==> config.mk <==
export PLATFORM = sky130hd
export DESIGN_NAME = sbinit_pattern_fsm
export DESIGN_NICKNAME = d
export VERILOG_FILES = /design/src/rtl/sbinit_pattern_fsm.sv
export SDC_FILE = /design/constraint.sdc
export NUM_CORES = 1
export LEC_CHECK = 0
export ABC_AREA = 1
export BUFFER_PORTS_ARGS = -buffer_cell sky130_fd_sc_hd__buf_2
export CORE_ASPECT_RATIO = 0.6
export CORE_UTILIZATION = 61
export DETAILED_ROUTE_END_ITERATION = 8
export HOLD_SLACK_MARGIN = 0.08
export PLACE_DENSITY = 0.79
export SKIP_CTS_REPAIR_TIMING = 1
export SLEW_MARGIN = 25
export SYNTH_ARGS = -nofsm -noshare
export SYNTH_HDL_FRONTEND = slang
export SYNTH_SLANG_ARGS = --single-unit
==> constraint.sdc <==
create_clock -name clk_800MHz -period 2.19 [get_ports clk_800MHz]
set_input_delay 0.219 -clock clk_800MHz [delete_from_list [all_inputs] [get_ports clk_800MHz]]
set_output_delay 0.219 -clock clk_800MHz [all_outputs]
set_load 0.005 [all_outputs]
==> src/rtl/sbinit_pattern_fsm.sv <==
// Sideband-initialisation pattern engine. Drives the SBINIT clock/data
// pattern on the sideband TX mux inputs, detects the partner pattern on the
// retimed RX pins, sends the tail iterations and reports done or timeout.
// All outputs are registered; 1 UI equals one clk_800MHz cycle.
module sbinit_pattern_fsm #(
  parameter int unsigned PATTERN_UI     = 64,
  parameter int unsigned GAP_UI         = 32,
  parameter int unsigned DETECT_ITER    = 2,
  parameter int unsigned TAIL_ITER      = 4,
  parameter int unsigned TIMEOUT_CYCLES = 8000
) (
  input  logic clk_800MHz,
  input  logic reset,
  input  logic enable_i,
  input  logic SB_clkPin_RX_i,
  input  logic SB_dataPin_RX_i,
  output logic SB_clkPin_TX_o,
  output logic SB_dataPin_TX_o,
  output logic pattern_detected_o,
  output logic done_o,
  output logic timeout_o
);

  localparam int unsigned ITER_UI = PATTERN_UI + GAP_UI;
  localparam int unsigned UI_W    = $clog2(ITER_UI);
  localparam int unsigned RUN_W   = $clog2(PATTERN_UI + 2);
  localparam int unsigned GOOD_W  = $clog2(DETECT_ITER + 1);
  localparam int unsigned ITER_W  = (TAIL_ITER > 1) ? $clog2(TAIL_ITER) : 1;
  localparam int unsigned TMO_W   = $clog2(TIMEOUT_CYCLES);

  localparam logic [UI_W-1:0]   UI_LAST   = UI_W'(ITER_UI - 1);
  localparam logic [UI_W-1:0]   UI_PAT    = UI_W'(PATTERN_UI);
  localparam logic [RUN_W-1:0]  RUN_FULL  = RUN_W'(PATTERN_UI);
  localparam logic [RUN_W-1:0]  RUN_MAX   = RUN_W'(PATTERN_UI + 1);
  localparam logic [GOOD_W-1:0] GOOD_DET  = GOOD_W'(DETECT_ITER);
  localparam logic [ITER_W-1:0] ITER_LAST = ITER_W'(TAIL_ITER - 1);
  localparam logic [TMO_W-1:0]  TMO_LAST  = TMO_W'(TIMEOUT_CYCLES - 1);

  localparam logic [2:0] StIdle     = 3'd0;
  localparam logic [2:0] StSend     = 3'd1;
  localparam logic [2:0] StSendTail = 3'd2;
  localparam logic [2:0] StDone     = 3'd3;
  localparam logic [2:0] StTimeout  = 3'd4;

  logic [2:0]        state_q, state_d;
  logic [UI_W-1:0]   ui_cnt_q, ui_cnt_d;
  logic [ITER_W-1:0] iter_cnt_q, iter_cnt_d;
  logic [TMO_W-1:0]  tmo_cnt_q, tmo_cnt_d;
  logic [RUN_W-1:0]  run_q, run_d;
  logic [GOOD_W-1:0] good_iter_q, good_iter_d;
  logic              prev_data_q, prev_data_d;
  logic              clk_tx_q, clk_tx_d;
  logic              data_tx_q, data_tx_d;
  logic              detected_q, detected_d;
  logic              done_q, done_d;
  logic              timeout_q, timeout_d;

  // Next-state logic for the FSM, TX pattern counters and RX detector.
  always_comb begin
    logic            exp_bit;
    logic            det_hit;
    logic [UI_W-1:0] ui_next;

    state_d     = state_q;
    ui_cnt_d    = ui_cnt_q;
    iter_cnt_d  = iter_cnt_q;
    tmo_cnt_d   = tmo_cnt_q;
    run_d       = run_q;
    good_iter_d = good_iter_q;
    prev_data_d = prev_data_q;
    done_d      = done_q;
    timeout_d   = timeout_q;
    exp_bit     = 1'b0;
    det_hit     = 1'b0;
    ui_next     = (ui_cnt_q == UI_LAST) ? '0 : ui_cnt_q + 1'b1;

    // The detector only listens while we are still searching.
    if (state_q == StSend) begin
      if (SB_clkPin_RX_i) begin
        exp_bit     = (run_q == '0) ? 1'b1 : ~prev_data_q;
        prev_data_d = SB_dataPin_RX_i;
        if (SB_dataPin_RX_i == exp_bit) begin
          run_d = (run_q == RUN_MAX) ? RUN_MAX : run_q + 1'b1;
        end else begin
          run_d       = '0;
          good_iter_d = '0;
        end
      end else if (run_q != '0) begin
        // End of a burst: only an exact-length burst counts as good.
        if (run_q == RUN_FULL) begin
          good_iter_d = (good_iter_q == GOOD_DET) ? GOOD_DET : good_iter_q + 1'b1;
        end else begin
          good_iter_d = '0;
        end
        run_d = '0;
      end
      det_hit = (good_iter_d == GOOD_DET);
    end
    detected_d = detected_q | det_hit;

    case (state_q)
      StIdle: begin
        state_d    = StSend;
        ui_cnt_d   = '0;
        iter_cnt_d = '0;
        tmo_cnt_d  = '0;
      end
      StSend: begin
        ui_cnt_d = ui_next;
        if (ui_cnt_q == UI_LAST && detected_q) begin
          state_d    = StSendTail;
          iter_cnt_d = '0;
        end else if (!detected_q && !det_hit) begin
          // A detection in the terminal cycle wins and freezes the budget.
          if (tmo_cnt_q == TMO_LAST) begin
            state_d   = StTimeout;
            timeout_d = 1'b1;
          end else begin
            tmo_cnt_d = tmo_cnt_q + 1'b1;
          end
        end
      end
      StSendTail: begin
        ui_cnt_d = ui_next;
        if (ui_cnt_q == UI_LAST) begin
          if (iter_cnt_q == ITER_LAST) begin
            state_d = StDone;
            done_d  = 1'b1;
          end else begin
            iter_cnt_d = iter_cnt_q + 1'b1;
          end
        end
      end
      StDone, StTimeout: begin
      end
      default: state_d = StIdle;
    endcase

    // Dropping enable aborts from any state, including mid-burst.
    if (!enable_i) begin
      state_d     = StIdle;
      ui_cnt_d    = '0;
      iter_cnt_d  = '0;
      tmo_cnt_d   = '0;
      run_d       = '0;
      good_iter_d = '0;
      prev_data_d = 1'b0;
      detected_d  = 1'b0;
      done_d      = 1'b0;
      timeout_d   = 1'b0;
    end

    // Pins are registered from the UI being entered, so UI0 shows on entry.
    if (state_d == StSend || state_d == StSendTail) begin
      clk_tx_d  = (ui_cnt_d < UI_PAT);
      data_tx_d = clk_tx_d & ~ui_cnt_d[0];
    end else begin
      clk_tx_d  = 1'b0;
      data_tx_d = 1'b0;
    end
  end

  // State and output registers with asynchronous active-high reset.
  always_ff @(posedge clk_800MHz or posedge reset) begin
    if (reset) begin
      state_q     <= StIdle;
      ui_cnt_q    <= '0;
      iter_cnt_q  <= '0;
      tmo_cnt_q   <= '0;
      run_q       <= '0;
      good_iter_q <= '0;
      prev_data_q <= 1'b0;
      clk_tx_q    <= 1'b0;
      data_tx_q   <= 1'b0;
      detected_q  <= 1'b0;
      done_q      <= 1'b0;
      timeout_q   <= 1'b0;
    end else begin
      state_q     <= state_d;
      ui_cnt_q    <= ui_cnt_d;
      iter_cnt_q  <= iter_cnt_d;
      tmo_cnt_q   <= tmo_cnt_d;
      run_q       <= run_d;
      good_iter_q <= good_iter_d;
      prev_data_q <= prev_data_d;
      clk_tx_q    <= clk_tx_d;
      data_tx_q   <= data_tx_d;
      detected_q  <= detected_d;
      done_q      <= done_d;
      timeout_q   <= timeout_d;
    end
  end

  assign SB_clkPin_TX_o     = clk_tx_q;
  assign SB_dataPin_TX_o    = data_tx_q;
  assign pattern_detected_o = detected_q;
  assign done_o             = done_q;
  assign timeout_o          = timeout_q;

endmodule

==> impl_metrics.toml <==
[run_status]
status = "completed"

[clock_tree]
cts_tree = "done"
cts-buffers-inserted = 5
clock_sink_count = 40
ctsHtreeMaxLevel = 2
clk_path_buf_depth = 2
clockRootBuffer = "sky130_fd_sc_hd__clkbuf_8"
cts.clk_slew.worst_paths_ps = 80
insertion_delay_ps = 290

[placement]
placement.io_buffers = 9
dp.final_hpwl_microns = 3650
gp_congestion = 0.821

[synth]
synth-edff-count = 0
yosys_warnings = 0
postSynth.asyncResetShare = 1.00
synthAdderAreaFrac = 0.0365
synth_top_family_by_area = "simple AND/OR/NAND/NOR gates"
post_synth_instance_area_sq_um = 2400
yosysSeqAreaShare = 0.417
netlist-cell-type-count = 38
mapped_avg_cell_area_sq_um = 7.70
synth_compound_area_frac = 0.132
fraction_of_synthesized_cell_area_in_xor_and_xnor_cells = 0.0401
yosys.area_share.simple = 0.276
synth.area.mux_share = 0
postSynthNetCount = 324
synthCells = 312
synth_seq_cells = 40
dominantRegCellSynth = "sky130_fd_sc_hd__dfrtp_1"

[detailed_routing]
post-route-drc-count = 0
post_drt_wl_per_cell_microns = 14.0
routed_vias_inst = 5.62
wl_microns = 5280
drt_first_pass_iters = 5
vias_post_dr = 2126
antenna_left = 0
drt-initial-drc-count = 201

[worst_setup_path]
critical_path_class = "reg -> reg"
worstPathMaxFanout = 5
internal_reg_to_reg_setup_slack_ps = 160
timing.reg2reg.worst_path_depth = 16
critPathCaptureType = "flip-flop"
critPathLaunchType = "flip-flop"
worstReg2RegStart = "run_q[0]"
critPathArrivalTime_ps = 2220
worst-endpoint-required_ps = 2380
crit-reg2reg-capture = "tmo_cnt_q[4]"

[sta]
setup_violating_endpoint_count_in_the_final_report = 0
finalClockSkew_ps = 3.70
hold_slack_ps = 30.8
slew_viol_final = 0
post-route-min-period_ps = 2030
worst_slew_pin_slew_ps = 553
headroom_to_the_max_slew_limit = 0.627
max_freq_ghz = 0.493
min_period_over_period = 0.927
hold_viol_final = 0

[floorplanning]
floorplan.core_area_sq_um = 3720
io_pins = 10
die_y_microns = 50.6
rows = 17
die-width_microns = 83.0
die_area_sq_um = 4200
initial_utilization = 0.645

[pwr]
power_density_nw_per_um2 = 533
design_power_total_mw = 1.42
worst_ir_drop_vdd_v = 0.000404
p_leak_nw = 1.28

[global_routing]
grt_antenna_before_repair = 0
grt_start_max_net_pins = 41
global_route_wire_length_before_repair_microns = 8530
globalRouteTotalUtil = 0.264
via_count_of_the_first_global_routing_pass = 1820
grt_remaining_overflow = 0

[final_layout]
layout-drive-gt1-share = 0.166
final_common_cell = "sky130_fd_sc_hd__nand2_1"
nNetsFinal = 342
layout.cells.most_common_list = "sky130_fd_sc_hd__nand2_1, sky130_fd_sc_hd__inv_1, sky130_fd_sc_hd__dfrtp_1, sky130_fd_sc_hd__nand3_1, sky130_fd_sc_hd__nor2_1"
layout-area-overhead-vs-synth_pct = 10.8
antennaDiodeCount = 0

[run]
maxCapViolCount = 0

[min_path]
kind_of_path_behind_the_tightest_hold_check = "in -> async"
[metal layers]
metal	global-route usage	vias to the layer above	share of wire
met5	0	-	0
met3	0.0543	3	0.070
li1	-	1056	-
met1	0.421	977	0.53
met2	0.343	90	0.40
met4	0.0920	0	0.0053
[how the worst max path moves through the flow]
stage / from / end / cells after the start
2_1_floorplan: run_q[0] / tmo_cnt_q[4] / 17
3_3_place_gp: run_q[0] / tmo_cnt_q[4] / 16
3_5_place_dp: run_q[0] / tmo_cnt_q[4] / 16
4_1_cts: run_q[0] / tmo_cnt_q[4] / 16
5_1_grt: run_q[0] / tmo_cnt_q[2] / 17
6_report: run_q[0] / tmo_cnt_q[4] / 16
[synth_stat cells, types with 4 or more instances]
library cell              number  area share
sky130_fd_sc_hd__nand4_1       6       0.016
sky130_fd_sc_hd__a21oi_1      15       0.031
sky130_fd_sc_hd__dfrtp_1      40        0.42
sky130_fd_sc_hd__nand2_2       6       0.016
sky130_fd_sc_hd__nor2_2        4       0.010
sky130_fd_sc_hd__o21ai_1      10       0.021
sky130_fd_sc_hd__nand3_1      26       0.054
sky130_fd_sc_hd__nor2_1       24       0.038
sky130_fd_sc_hd__inv_2         7       0.011
sky130_fd_sc_hd__xor2_1       10       0.036
sky130_fd_sc_hd__o22ai_1       4       0.010
sky130_fd_sc_hd__nor3_1       13       0.027
sky130_fd_sc_hd__nand2_1      56       0.088
sky130_fd_sc_hd__o21ai_0      11       0.023
sky130_fd_sc_hd__ha_1          7       0.036
sky130_fd_sc_hd__inv_1        43       0.067
[logic make-up (layout without fill, tap and decap cells)]
kind of cell | count (synthesis) | after routing
AND/OR/NAND/NOR | 142 | 144
adder cells (fa/ha/maj) | 7 | 7
flip-flops | 40 | 40
buffers and inverters | 58 | 75
XOR/XNOR | 11 | 11
AO/OA/AOI/OAI | 54 | 54
[registers in the layout (all words and copies together) (netlist names), 2 cells and up]
| name | flops |
|---|---|
| state_q | 3 |
| iter_cnt_q | 2 |
| good_iter_q | 2 |
| tmo_cnt_q | 13 |
| run_q | 7 |
| ui_cnt_q | 7 |
[critical path, stage by stage (launching register included)]
cell and delay, ps:
sky130_fd_sc_hd__dfrtp_1 410, sky130_fd_sc_hd__inv_1 90, sky130_fd_sc_hd__ha_1 140, sky130_fd_sc_hd__inv_1 60
sky130_fd_sc_hd__nor2_4 130, sky130_fd_sc_hd__nand2_2 90, sky130_fd_sc_hd__nand2_1 60, sky130_fd_sc_hd__nand2_1 80
sky130_fd_sc_hd__nand4_1 90, sky130_fd_sc_hd__nand2_1 90, sky130_fd_sc_hd__nand2_2 70, sky130_fd_sc_hd__nand2_1 60
sky130_fd_sc_hd__inv_2 90, sky130_fd_sc_hd__nand3_4 150, sky130_fd_sc_hd__nand2_8 160, sky130_fd_sc_hd__nand2_1 60
sky130_fd_sc_hd__o21a_1 100
[power by group]
part           total, mW  leakage [nW]  switching, mW  internal (mW)
Clock              0.511        0.0510          0.259          0.251
Combinational      0.145         0.676          0.100         0.0447
Sequential         0.763         0.550         0.0110          0.752
[per-stage QoR]
| step | setup WS, ps | utilization | instance area, sq um | instances | setup TNS (ps) |
|---|---|---|---|---|---|
| 3_5_place_dp | 35.9 | 0.671 | 2500 | 366 | 0 |
| 6_report | 160 | 0.715 | 2660 | 378 | 0 |
| 3_3_place_gp | 126 | 0.671 | 2500 | 366 | 0 |
| 5_1_grt | -20.0 | 0.715 | 2660 | 378 | -73.9 |
| 4_1_cts | 1.84 | 0.696 | 2590 | 374 | 0 |
| 2_1_floorplan | 364 | - | 2400 | 312 | 0 |
[final cells by class]
cell class	count	area, sq um
flip-flops and latches	40	1000
multi-input cells	216	1220
repair buffers	15	90.1
inverters	52	200
well taps	47	58.8
clock buffers	6	82.6
clock inverters	2	10.0
fillers	281	1060
(Power assumes the default switching activity.)
